**src/rtl/cmd_frame_parser_pkg.sv**
```systemverilog
// Shared definitions for the RX command path: frame delimiter, parser state
// encoding and the opcode values understood by the command executor.
package cmd_frame_parser_pkg;

   localparam logic [7:0] SOF = 8'hA5;

   typedef enum logic [2:0] {
      ST_HUNT    = 3'd0,
      ST_OPCODE  = 3'd1,
      ST_LEN     = 3'd2,
      ST_PAYLOAD = 3'd3,
      ST_CSUM    = 3'd4,
      ST_HOLD    = 3'd5
   } state_e;

   localparam logic [7:0] OP_NOP    = 8'h00;
   localparam logic [7:0] OP_WRITE  = 8'h10;
   localparam logic [7:0] OP_READ   = 8'h20;
   localparam logic [7:0] OP_STATUS = 8'h30;
   localparam logic [7:0] OP_RESET  = 8'h40;

endpackage

```
**src/rtl/cmd_frame_parser.sv**
```systemverilog
// Pulls bytes from the RX FIFO, frames SOF/OPCODE/LEN/PAYLOAD/CSUM commands,
// holds each good command until the consumer takes it, and flags bad frames.
module cmd_frame_parser
   import cmd_frame_parser_pkg::*;
#(
   parameter int unsigned MAX_PAYLOAD    = 8,
   parameter int unsigned TIMEOUT_CYCLES = 1000
) (
   input  logic                     clk,
   input  logic                     rst_n,
   input  logic [7:0]               fifo_rd_data,
   input  logic                     fifo_empty,
   output logic                     fifo_rd_en,
   output logic                     cmd_valid,
   input  logic                     cmd_ready,
   output logic [7:0]               cmd_opcode,
   output logic [3:0]               cmd_len,
   output logic [8*MAX_PAYLOAD-1:0] cmd_payload,
   output logic                     err_csum,
   output logic                     err_len,
   output logic                     err_timeout
);

   localparam int unsigned PW = 8 * MAX_PAYLOAD;
   localparam int unsigned TW = $clog2(TIMEOUT_CYCLES);

   state_e          r_state;
   logic [7:0]      r_opcode;
   logic [3:0]      r_len;
   logic [3:0]      r_idx;
   logic [7:0]      r_xor;
   logic [PW-1:0]   r_payload;
   logic [TW-1:0]   r_tcnt;
   logic            r_cmd_valid;
   logic            r_err_csum;
   logic            r_err_len;
   logic            r_err_timeout;

   logic            w_pop;
   logic            w_in_frame;
   logic            w_timeout;

   // The FIFO is drained whenever a byte is available, except while a command waits.
   assign w_pop      = !fifo_empty && (r_state != ST_HOLD);
   assign w_in_frame = (r_state != ST_HUNT) && (r_state != ST_HOLD);
   assign w_timeout  = w_in_frame && !w_pop && (r_tcnt == TW'(TIMEOUT_CYCLES - 1));

   assign fifo_rd_en  = w_pop;
   assign cmd_valid   = r_cmd_valid;
   assign cmd_opcode  = r_opcode;
   assign cmd_len     = r_len;
   assign cmd_payload = r_payload;
   assign err_csum    = r_err_csum;
   assign err_len     = r_err_len;
   assign err_timeout = r_err_timeout;

   always_ff @(posedge clk or negedge rst_n) begin
      if (!rst_n) begin
         r_state       <= ST_HUNT;
         r_opcode      <= '0;
         r_len         <= '0;
         r_idx         <= '0;
         r_xor         <= '0;
         r_payload     <= '0;
         r_tcnt        <= '0;
         r_cmd_valid   <= 1'b0;
         r_err_csum    <= 1'b0;
         r_err_len     <= 1'b0;
         r_err_timeout <= 1'b0;
      end else begin
         r_err_csum    <= 1'b0;
         r_err_len     <= 1'b0;
         r_err_timeout <= 1'b0;

         // Idle counter only runs inside a frame; any pop restarts it.
         if (w_pop || !w_in_frame || w_timeout) begin
            r_tcnt <= '0;
         end else begin
            r_tcnt <= r_tcnt + TW'(1);
         end

         if (w_timeout) begin
            r_err_timeout <= 1'b1;
            r_state       <= ST_HUNT;
         end else begin
            case (r_state)
               ST_HUNT: begin
                  if (w_pop && (fifo_rd_data == SOF)) begin
                     r_payload <= '0;
                     r_state   <= ST_OPCODE;
                  end
               end
               ST_OPCODE: begin
                  if (w_pop) begin
                     r_opcode <= fifo_rd_data;
                     r_xor    <= fifo_rd_data;
                     r_state  <= ST_LEN;
                  end
               end
               ST_LEN: begin
                  if (w_pop) begin
                     if (fifo_rd_data > 8'(MAX_PAYLOAD)) begin
                        r_err_len <= 1'b1;
                        r_state   <= ST_HUNT;
                     end else begin
                        r_len   <= fifo_rd_data[3:0];
                        r_xor   <= r_xor ^ fifo_rd_data;
                        r_idx   <= '0;
                        r_state <= (fifo_rd_data == 8'h00) ? ST_CSUM : ST_PAYLOAD;
                     end
                  end
               end
               ST_PAYLOAD: begin
                  if (w_pop) begin
                     for (int unsigned k = 0; k < MAX_PAYLOAD; k++) begin
                        if (r_idx == 4'(k)) begin
                           r_payload[8*k +: 8] <= fifo_rd_data;
                        end
                     end
                     r_xor <= r_xor ^ fifo_rd_data;
                     r_idx <= r_idx + 4'd1;
                     if (r_idx == (r_len - 4'd1)) begin
                        r_state <= ST_CSUM;
                     end
                  end
               end
               ST_CSUM: begin
                  if (w_pop) begin
                     if (fifo_rd_data == r_xor) begin
                        r_cmd_valid <= 1'b1;
                        r_state     <= ST_HOLD;
                     end else begin
                        r_err_csum <= 1'b1;
                        r_state    <= ST_HUNT;
                     end
                  end
               end
               ST_HOLD: begin
                  if (cmd_ready) begin
                     r_cmd_valid <= 1'b0;
                     r_state     <= ST_HUNT;
                  end
               end
               default: r_state <= ST_HUNT;
            endcase
         end
      end
   end

endmodule

```
**config.mk**
```make
export PLATFORM = sky130hd
export DESIGN_NAME = cmd_frame_parser
export DESIGN_NICKNAME = d
export VERILOG_FILES = /design/src/rtl/cmd_frame_parser_pkg.sv /design/src/rtl/cmd_frame_parser.sv
export SDC_FILE = /design/constraint.sdc
export NUM_CORES = 1
export LEC_CHECK = 0
export BUFFER_PORTS_ARGS = -buffer_cell sky130_fd_sc_hd__buf_2
export CORE_ASPECT_RATIO = 1.25
export CORE_MARGIN = 2
export CORE_UTILIZATION = 42
export CTS_CLUSTER_DIAMETER = 40
export DETAILED_ROUTE_END_ITERATION = 6
export PLACE_DENSITY = 0.68
export SETUP_SLACK_MARGIN = 0.1
export SLEW_MARGIN = 20
export SYNTH_ARGS = -nofsm -noshare
export SYNTH_HDL_FRONTEND = slang
export SYNTH_SLANG_ARGS = --single-unit
export TNS_END_PERCENT = 10
```
**constraint.sdc**
```tcl
create_clock -name clk -period 1.98 [get_ports clk]
set_input_delay 0.099 -clock clk [delete_from_list [all_inputs] [get_ports clk]]
set_output_delay 0.099 -clock clk [all_outputs]
set_load 0.02 [all_outputs]
```
==> results.json <==
{
  "cp.required_ns": 2.24,
  "path_max_fanout": 3,
  "synth_seq_cells": 105,
  "ys_warn_count": 0,
  "final_cell_mix": "dfrtp_1, buf_2, mux2_1, nand2_1, buf_4",
  "grt_overflow_total": 0,
  "setup_tns_ns": -0.04935,
  "ir_drop_mv": 0.5165,
  "cap_violations": 0,
  "grt_max_degree": 44,
  "ys_seq_area_share_pct": 54.14,
  "finalSetupViolations": 1,
  "coreArea_mm2": 0.01119,
  "io_buffers": 92,
  "arrival_ns": 2.29,
  "final_nets": 539,
  "cts_buffers": 9,
  "ys_types": 52,
  "clock_path_buffers": 2,
  "power.density_mw_per_mm2": 1574,
  "finalWorstSetupSlack_ns": -0.04935,
  "cts_sinks": 105,
  "syn_avg_cell_area_um2": 12.01,
  "first_global_vias": 3444,
  "grt_pass1_wl_um": 17570,
  "drive_gt1_share_pct": 37.83,
  "reg2reg_from": "cmd_len[0]$_DFFE_PN0P_",
  "hold_violations": 0,
  "violations": "negative setup slack",
  "gp_congestion": 0.8565,
  "crit_path_start": "cmd_len[0]$_DFFE_PN0P_",
  "period_needed_ns": 2.029,
  "finalMaxSlewViolations": 0,
  "utilization_pct": 53.92,
  "finalWirelength_um": 10740,
  "design_area_mm2": 0.006035,
  "finalClockSkew_ns": 0.006307,
  "synthFlopType": "dfrtp_1",
  "setup.worst_path.end_class": "register",
  "io_pins": 93,
  "clock_latency_ns": 0.35,
  "synthTopCellsByArea": "dfrtp_1, mux2_1, mux2_2",
  "die_h_um": 124.2,
  "synth.cell_area_mm2": 0.004853,
  "die_x_um": 100.2,
  "hp-start": "fifo_rd_data[2]",
  "diodes": 0,
  "cts.htree.levels": 3,
  "drt_iter0_drc": 96,
  "max_freq_mhz": 492.8,
  "worst_pin_slew_ns": 0.5548,
  "antenna_left": 0,
  "async_flop_share_pct": 100.0,
  "avgViaCountPerCell": 5.216,
  "cts_root_buf": "clkbuf_16",
  "synth_edf_count": 0,
  "critPathKind": "register to register",
  "synth_top_area_cell": "dfrtp_1",
  "place_area_mm2": 0.005643,
  "wl_per_cell_um": 16.25,
  "grtUsageTotal_pct": 18.26,
  "leakage_nw": 3.080,
  "initial_utilization_pct": 43.37,
  "hold_class": "primary input to register",
  "dr.pass1.iters": 5,
  "crit_path_start_kind": "register",
  "dieArea_mm2": 0.01244,
  "dpl.hpwl_um": 7818,
  "synth_top_area_share_pct": 54.14,
  "syn_to_final_growth_pct": 24.34,
  "clkTransAtPathRegs_ns": 0.07,
  "netlist_instances": 404,
  "final_common_cell": "dfrtp_1",
  "drc": 0,
  "period_share_pct": 102.5,
  "rsz0062_at_grt": "true",
  "slew_headroom_pct": 63.01,
  "antenna_found_initial": 0,
  "cts_tree": "yes",
  "rows": 43,
  "num_vias": 3448,
  "syn_nets": 422,
  "status": "finished with violations"
}
-- timing repair --
action / 4_1_cts / 5_1_grt
setup buffers: 3 / 2
endpoints found under the setup margin: 65 / 66
gates cloned: 0 / 0
hold buffers: 2 / 0
resized for setup: 6 / 7
endpoints found under the hold margin: 41 / 0
pin swaps: 5 / 5
-- final timing paths --
| path | endpoint | slack (ns) | cells after the start |
|---|---|---|---|
| max reg2reg | r_state[2]$_DFFE_PN0P_ | -0.05 | 6 |
| max in group asynchronous | cmd_opcode[4]$_DFFE_PN0P_ | 1.07 | 3 |
| min reg2reg | cmd_payload[41]$_DFFE_PN0P_ | 0.48 | 1 |
| min | cmd_len[2]$_DFFE_PN0P_ | 0.05 | 3 |
| max | r_state[2]$_DFFE_PN0P_ | -0.05 | 6 |
| min in group asynchronous | cmd_payload[4]$_DFFE_PN0P_ | 0.29 | 2 |
-- cells by family (layout without fill, tap and decap cells) --
| family | after synthesis | count (layout) | synth area share, % |
|---|---|---|---|
| buffers and inverters | 31 | 153 | 2.861 |
| multiplexers | 81 | 81 | 18.56 |
| adder cells (fa/ha/maj) | 6 | 6 | 1.547 |
| AO/OA/AOI/OAI | 44 | 44 | 5.595 |
| AND/OR/NAND/NOR | 114 | 114 | 13.15 |
| XOR/XNOR | 23 | 23 | 4.150 |
| flip-flops | 105 | 105 | 54.14 |
-- critical path, cell delays in order (launching register included) --
cell	delay, ns
dfrtp_2	0.44
inv_2	0.09
ha_4	0.20
xnor2_1	0.12
o41a_1	0.39
or4_4	0.49
a221oi_2	0.21
-- sequential cells by signal, indices dropped and copies added, names as in the netlist, 3 cells and up --
register and count:
cmd_len 4, cmd_opcode 8, cmd_payload 64, r_idx 4, r_state 3, r_tcnt 10, r_xor 8
-- routing by layer --
layer / global-route usage, % / part of all wire [%]
met2: 30.62 / 49
met1: 23.85 / 45
met5: 0 / 0
met3: 2.918 / 4.6
met4: 6.935 / 1.5
-- power by group --
| part | switching (mW) | total, mW | internal [mW] |
|---|---|---|---|
| Combinational | 2.45 | 4.22 | 1.77 |
| Sequential | 0.555 | 3.55 | 3.00 |
| Clock | 0.821 | 1.72 | 0.901 |
-- synthesized netlist by cell type, types with 2 or more instances --
master    number
nand4_1        3
nor3_1         3
buf_2          6
mux2_2        26
nand2b_1       2
ha_1           6
mux2i_1        9
nand3_1        4
and3_1         3
and2_1         8
nor4_1         2
nand2_1       40
buf_4          2
nand2_4        8
nor2b_1        2
clkbuf_1      14
mux2_1        46
xnor2_1       19
o21ai_0        9
inv_1          7
xor2_1         4
nor2_1        22
dfrtp_1      105
or3_1          4
a21oi_1       23
-- final cells by class --
type | instances | area [um^2]
clock buffers | 10 | 239.0
clock inverters | 6 | 47.55
fillers | 1010 | 5156
inverters | 7 | 26.28
flip-flops and latches | 105 | 2631
multi-input cells | 268 | 2142
repair buffers | 130 | 779.5
well taps | 135 | 168.9
-- metrics by stage --
step                instances  power [mW]  worst slack (ns)  hold slack (ns)
global route              661       10.12           -0.1185          0.06554
finish                    661       9.497          -0.04935          0.04944
CTS                       659       9.519          -0.07536          0.03889
floorplan                 404       6.234          -0.04601          -0.1966
global placement          638       7.571          -0.03137           0.1246
detailed placement        638       7.691          -0.08251           0.1326
Note: power is estimated with default switching activity, not from simulation.
